**src/rtl/adc_frame_packer_if.sv**
```systemverilog
// Signal bundle between the ADC frame packer and its neighbours (command
// interpreter, ADC front end, USB data FIFO). The packer uses the master side.
interface adc_frame_packer_if;
    logic        acq_enable;
    logic [1:0]  chn_select;
    logic        fifo_clear;
    logic        adc_valid;
    logic [11:0] adc_data;
    logic        fifo_full;
    logic        fifo_wr_en;
    logic [15:0] fifo_din;
    logic        busy;
    logic        overflow;
    logic [15:0] overflow_cnt;
    logic [11:0] frame_seq;

    modport master (
        input  acq_enable, chn_select, fifo_clear, adc_valid, adc_data, fifo_full,
        output fifo_wr_en, fifo_din, busy, overflow, overflow_cnt, frame_seq
    );

    modport slave (
        output acq_enable, chn_select, fifo_clear, adc_valid, adc_data, fifo_full,
        input  fifo_wr_en, fifo_din, busy, overflow, overflow_cnt, frame_seq
    );
endinterface

```
**src/rtl/adc_frame_packer.sv**
```systemverilog
// Packs 12-bit ADC samples into SYNC/INFO-headed frames of 16-bit words for the
// USB data FIFO, buffering one sample against back-pressure and counting drops.
module adc_frame_packer #(
    parameter int          FRAME_LEN = 256,
    parameter logic [15:0] SYNC_WORD = 16'hEB90
) (
    input logic                 clk,
    input logic                 reset,
    adc_frame_packer_if.master  bus
);
    typedef enum logic [1:0] {IDLE, HDR, INFO, DATA} state_e;

    localparam logic [11:0] LAST_IDX = 12'(FRAME_LEN - 1);

    state_e      state_q, state_d;
    logic        hold_vld_q, hold_vld_d;
    logic [11:0] hold_data_q, hold_data_d;
    logic [1:0]  chn_lat_q, chn_lat_d;
    logic [11:0] sample_cnt_q, sample_cnt_d;
    logic [11:0] frame_seq_q, frame_seq_d;
    logic        overflow_q, overflow_d;
    logic [15:0] overflow_cnt_q, overflow_cnt_d;
    logic        busy_q, busy_d;

    logic wr_hdr, wr_info, wr_data;

    // Write port is decoded straight from registered state plus the live full flag,
    // so a word goes out the same cycle the FIFO has room.
    always_comb begin
        wr_hdr  = (state_q == HDR)  && !bus.fifo_full;
        wr_info = (state_q == INFO) && !bus.fifo_full;
        wr_data = (state_q == DATA) && hold_vld_q && !bus.fifo_full;
        bus.fifo_wr_en = wr_hdr || wr_info || wr_data;
        bus.fifo_din   = 16'h0000;
        if (wr_hdr)       bus.fifo_din = SYNC_WORD;
        else if (wr_info) bus.fifo_din = {chn_lat_q, 2'b00, frame_seq_q};
        else if (wr_data) bus.fifo_din = {chn_lat_q, 2'b00, hold_data_q};
    end

    always_comb begin
        state_d        = state_q;
        hold_vld_d     = hold_vld_q;
        hold_data_d    = hold_data_q;
        chn_lat_d      = chn_lat_q;
        sample_cnt_d   = sample_cnt_q;
        frame_seq_d    = frame_seq_q;
        overflow_d     = overflow_q;
        overflow_cnt_d = overflow_cnt_q;

        if (bus.fifo_clear) begin
            state_d        = IDLE;
            hold_vld_d     = 1'b0;
            hold_data_d    = 12'h000;
            chn_lat_d      = 2'b00;
            sample_cnt_d   = 12'h000;
            frame_seq_d    = 12'h000;
            overflow_d     = 1'b0;
            overflow_cnt_d = 16'h0000;
        end else begin
            case (state_q)
                IDLE: if (bus.acq_enable) begin
                    chn_lat_d    = bus.chn_select;
                    sample_cnt_d = 12'h000;
                    state_d      = HDR;
                end
                HDR:  if (!bus.fifo_full) state_d = INFO;
                INFO: if (!bus.fifo_full) state_d = DATA;
                DATA: if (wr_data) begin
                    if (sample_cnt_q == LAST_IDX) begin
                        sample_cnt_d = 12'h000;
                        frame_seq_d  = frame_seq_q + 12'd1;
                        if (bus.acq_enable) begin
                            chn_lat_d = bus.chn_select;
                            state_d   = HDR;
                        end else begin
                            state_d = IDLE;
                        end
                    end else begin
                        sample_cnt_d = sample_cnt_q + 12'd1;
                    end
                end
                default: state_d = IDLE;
            endcase

            // Samples only matter while a frame is open; an idle packer keeps nothing.
            if (state_q == IDLE) begin
                hold_vld_d = 1'b0;
            end else if (bus.adc_valid) begin
                if (!hold_vld_q || wr_data) begin
                    hold_data_d = bus.adc_data;
                    hold_vld_d  = 1'b1;
                end else begin
                    overflow_d = 1'b1;
                    if (overflow_cnt_q != 16'hFFFF) overflow_cnt_d = overflow_cnt_q + 16'd1;
                end
            end else if (wr_data) begin
                hold_vld_d = 1'b0;
            end
        end
        busy_d = (state_d != IDLE);
    end

    always_ff @(posedge clk) begin
        if (reset) begin
            state_q        <= IDLE;
            hold_vld_q     <= 1'b0;
            hold_data_q    <= 12'h000;
            chn_lat_q      <= 2'b00;
            sample_cnt_q   <= 12'h000;
            frame_seq_q    <= 12'h000;
            overflow_q     <= 1'b0;
            overflow_cnt_q <= 16'h0000;
            busy_q         <= 1'b0;
        end else begin
            state_q        <= state_d;
            hold_vld_q     <= hold_vld_d;
            hold_data_q    <= hold_data_d;
            chn_lat_q      <= chn_lat_d;
            sample_cnt_q   <= sample_cnt_d;
            frame_seq_q    <= frame_seq_d;
            overflow_q     <= overflow_d;
            overflow_cnt_q <= overflow_cnt_d;
            busy_q         <= busy_d;
        end
    end

    assign bus.busy         = busy_q;
    assign bus.overflow     = overflow_q;
    assign bus.overflow_cnt = overflow_cnt_q;
    assign bus.frame_seq    = frame_seq_q;
endmodule

```
**src/flat_wrapper.sv**
```systemverilog
// flat-port wrapper written by rule: the top's interface ports become plain ports
module adc_frame_packer_flat 
#(
    parameter int          FRAME_LEN = 256,
    parameter logic [15:0] SYNC_WORD = 16'hEB90
)
  (clk, reset, bus_acq_enable, bus_chn_select, bus_fifo_clear, bus_adc_valid, bus_adc_data, bus_fifo_full, bus_fifo_wr_en, bus_fifo_din, bus_busy, bus_overflow, bus_overflow_cnt, bus_frame_seq);
  adc_frame_packer_if bus_i ();
  input logic clk;
  input logic reset;
  input wire logic [$bits(bus_i.acq_enable)-1:0] bus_acq_enable;
  input wire logic [$bits(bus_i.chn_select)-1:0] bus_chn_select;
  input wire logic [$bits(bus_i.fifo_clear)-1:0] bus_fifo_clear;
  input wire logic [$bits(bus_i.adc_valid)-1:0] bus_adc_valid;
  input wire logic [$bits(bus_i.adc_data)-1:0] bus_adc_data;
  input wire logic [$bits(bus_i.fifo_full)-1:0] bus_fifo_full;
  output wire logic [$bits(bus_i.fifo_wr_en)-1:0] bus_fifo_wr_en;
  output wire logic [$bits(bus_i.fifo_din)-1:0] bus_fifo_din;
  output wire logic [$bits(bus_i.busy)-1:0] bus_busy;
  output wire logic [$bits(bus_i.overflow)-1:0] bus_overflow;
  output wire logic [$bits(bus_i.overflow_cnt)-1:0] bus_overflow_cnt;
  output wire logic [$bits(bus_i.frame_seq)-1:0] bus_frame_seq;
  assign bus_i.acq_enable = bus_acq_enable;
  assign bus_i.chn_select = bus_chn_select;
  assign bus_i.fifo_clear = bus_fifo_clear;
  assign bus_i.adc_valid = bus_adc_valid;
  assign bus_i.adc_data = bus_adc_data;
  assign bus_i.fifo_full = bus_fifo_full;
  assign bus_fifo_wr_en = bus_i.fifo_wr_en;
  assign bus_fifo_din = bus_i.fifo_din;
  assign bus_busy = bus_i.busy;
  assign bus_overflow = bus_i.overflow;
  assign bus_overflow_cnt = bus_i.overflow_cnt;
  assign bus_frame_seq = bus_i.frame_seq;
  adc_frame_packer #(.FRAME_LEN(FRAME_LEN), .SYNC_WORD(SYNC_WORD)) u_core (.clk(clk), .reset(reset), .bus(bus_i));
endmodule
```
**config.mk**
```make
export PLATFORM = sky130hd
export DESIGN_NAME = adc_frame_packer_flat
export DESIGN_NICKNAME = d
export VERILOG_FILES = /design/src/rtl/adc_frame_packer_if.sv /design/src/rtl/adc_frame_packer.sv /design/src/flat_wrapper.sv
export SDC_FILE = /design/constraint.sdc
export NUM_CORES = 1
export LEC_CHECK = 0
export ABC_AREA = 1
export BUFFER_PORTS_ARGS = -buffer_cell sky130_fd_sc_hd__buf_2
export CELL_PAD_IN_SITES_DETAIL_PLACEMENT = 2
export CELL_PAD_IN_SITES_GLOBAL_PLACEMENT = 2
export CORE_MARGIN = 2
export CORE_UTILIZATION = 30
export DETAILED_ROUTE_END_ITERATION = 16
export PLACE_DENSITY = 0.86
export REMOVE_ABC_BUFFERS = 1
export SLEW_MARGIN = 20
export SYNTH_ARGS = -nofsm -noshare
export SYNTH_HDL_FRONTEND = slang
export SYNTH_SLANG_ARGS = --single-unit
```
**constraint.sdc**
```tcl
create_clock -name clk -period 2.34 [get_ports clk]
set_input_delay 0.702 -clock clk [delete_from_list [all_inputs] [get_ports clk]]
set_output_delay 0.702 -clock clk [all_outputs]
set_load 0.1 [all_outputs]
```
==> metrics.cfg <==
[synth]
ys_ff_latch = 59
synth_area_leaders = dfxtp_1 (36%), nand2_1 (11%), nor2_1 (9.3%), nand3_1 (6.1%), a21oi_1 (4.1%)
yosysUniqueCellTypes = 37
yosysTopAreaCell = dfxtp_1
synth-main-ff-cell = dfxtp_1
synthCells = 466
syn_area_mm2 = 0.003269
synth_edf_count = 0
synth_top_area_share = 0.3613
synth-async-reset-ratio = 0
postSynthAreaPerCell_um2 = 7.016
ys_seq_area_frac = 0.3613
yosysWarnings = 0

[layout]
layout.nets = 579
multi_input_area_mm2 = 0.002053
syn_to_final_growth_pct = 41.56
drive_gt1_frac = 0.3321
fillers = 1274
final_cells = 698
fin_util = 0.4307
mostFrequentLayoutCell = nand2_1
mostFrequentLayoutCells = nand2_1 (88), nor2_1 (76), dfxtp_1 (57)
register_area_mm2 = 0.001189

[worst_setup_path]
crit_chain = inv_4, ha_4, inv_4, nor2_4, buf_6, clkinvlp_4, nand3_2, buf_12
crit_path_max_incr_delay_ns = 0.37
end_kind = primary output
required_ns = 1.64
crit_path_start_kind = flop
r2r_slack_ns = 0.24
critPathMaxFanout = 6
crit_path_frequent_cell = inv_4
critPathSlowestCell = dfxtp_4
crit_arrival_ns = 1.81
worstSetupPathType = reg2out

[routing]
dr.pass1.iters = 4
viasPerCell = 5.191
drc = 0
wirelength_mm = 14.54
vias = 3623
ant_nets = 0
dr.first_iter.drc_count = 130
wl_per_cell_um = 20.84

[sta]
finalHoldViolations = 0
finalCriticalPeriod_ns = 2.513
max_freq_mhz = 398.0
clock_skew_ns = 0.01194
final.setup.tns_ns = -1.864
finalCritPeriodShare = 1.074
slew_violations = 0
timing.final.ws_setup_ns = -0.1727
finalSetupViolations = 16
grt_setup_unrepaired = true
holdWs_ns = 0.5145

[grt]
grt_pass1_vias = 4055
grt_overflow_total = 0
grt_max_degree = 27
grt_pass1_wl_mm = 22.87
grtUsageTotal = 0.2571
antenna_found_initial = 2

[floorplan]
die_h_um = 108.4
boundaryPins = 67
dieArea_mm2 = 0.01175
initial_core_util = 0.3043
row_count = 38
die_w_um = 108.4
core-area_mm2 = 0.01075

[clock_network]
holdBufCountCts = 0
clockRootBuffer = clkbuf_8
clk_pin_slew_ns = 0.07
cts_tree = built
h-tree-depth = 3
worstSkewPairLatency_ns = 0.36
cts_buffers = 9
numClockSinks = 59
cts_max_path_buffers = 2

[outcome]
violations = setup timing
status = complete, but fails checks

[power_and_ir_drop]
total_power_w = 0.002351
p_leak_nw = 1.801
peakVddDrop_uv = 213.1
p_per_area_mw_per_mm2 = 508.0

[flow_run]
drv_cap = 0

[place]
gp_congestion = 0.8210
portBuffers = 65
dp_hpwl_mm = 9.407
dp_cells = 671

[min_path]
hp-class = reg2reg

[worst max-delay path: cells and delay by family (launching register included)]
family | cells | cell delay, ns
flip-flops | 1 | 0.37
adder cells (fa/ha/maj) | 1 | 0.13
AND/OR/NAND/NOR | 2 | 0.30
buffers and inverters | 5 | 0.64
[stage by stage]
step                      setup WS (ns)  cell area, um^2
after global placement          -0.1705             4055
final                           -0.1727             4628
after global routing            -0.2222             4626
after CTS                       -0.1308             4526
after detailed placement        -0.2682             4055
after floorplan                  -2.266             3177
[path summary, 6_finish.rpt]
check | start | to | cells after the start
setup / recovery | u_core.state_q[1] | bus_fifo_din[8] | 8
setup reg to reg | u_core.sample_cnt_q[1] | u_core.bus.frame_seq[9] | 8
hold / removal | u_core.chn_lat_q[0] | u_core.chn_lat_q[0] | 2
hold reg to reg | u_core.chn_lat_q[0] | u_core.chn_lat_q[0] | 2
[per-layer routing]
layer,track usage,share of wire
met5,0,0.0011
met4,0.09158,0.026
met3,0.05425,0.041
met1,0.2905,0.40
met2,0.4744,0.53
[final cells by class]
cell class / count / area share
multi-input combinational: 352 / 0.4436
clock inverter: 4 / 0.01595
antenna: 1 / 0.0005407
timing repair buffer: 90 / 0.1746
clock buffer: 12 / 0.03136
tap: 140 / 0.03785
sequential: 59 / 0.2568
inverter: 40 / 0.03920
[what timing repair did]
item                       CTS  global route
pin swaps                   14             6
gates cloned                 1             0
setup endpoints to repair   16            16
buffers inserted             6             3
resized for setup           58            16
[logic make-up after synthesis]
group,Yosys count,share of synthesized area
flops,59,0.3613
fa+ha+maj,7,0.02679
buf+inv,55,0.07500
other cells,1,0.001147
xor+xnor,22,0.05894
compound gates,65,0.1179
simple gates,257,0.3590
[where the power goes]
group / internal, W / switching (W)
clock: 0.000631 / 0.000473
sequential: 0.00101 / 0.00000736
combinational: 0.0000744 / 0.000157
[state kept, by name (all words and copies together) (netlist names)]
register                 cells
u_core.hold_vld_q            1
u_core.chn_lat_q             2
u_core.bus.busy              1
u_core.sample_cnt_q         12
u_core.state_q               2
u_core.bus.overflow_cnt     16
u_core.bus.overflow          1
u_core.bus.frame_seq        12
u_core.hold_data_q          12
[synthesized netlist by cell type (2+ instances only)]
| master | n |
|---|---|
| a211oi_1 | 2 |
| a21oi_1 | 27 |
| a21oi_2 | 8 |
| buf_1 | 2 |
| buf_2 | 2 |
| buf_4 | 2 |
| buf_6 | 2 |
| clkbuf_1 | 6 |
| dfxtp_1 | 59 |
| ha_1 | 7 |
| inv_1 | 34 |
| inv_2 | 4 |
| nand2_1 | 95 |
| nand2_2 | 12 |
| nand2_4 | 2 |
| nand3_1 | 40 |
| nand3_4 | 2 |
| nand4_1 | 8 |
| nor2_1 | 81 |
| nor2_2 | 4 |
| nor3_1 | 7 |
| nor3_2 | 3 |
| o21ai_0 | 20 |
| o21ai_1 | 3 |
| o21ai_2 | 2 |
| xnor2_1 | 9 |
| xor2_1 | 13 |
Note: power is estimated with default switching activity, not from simulation.
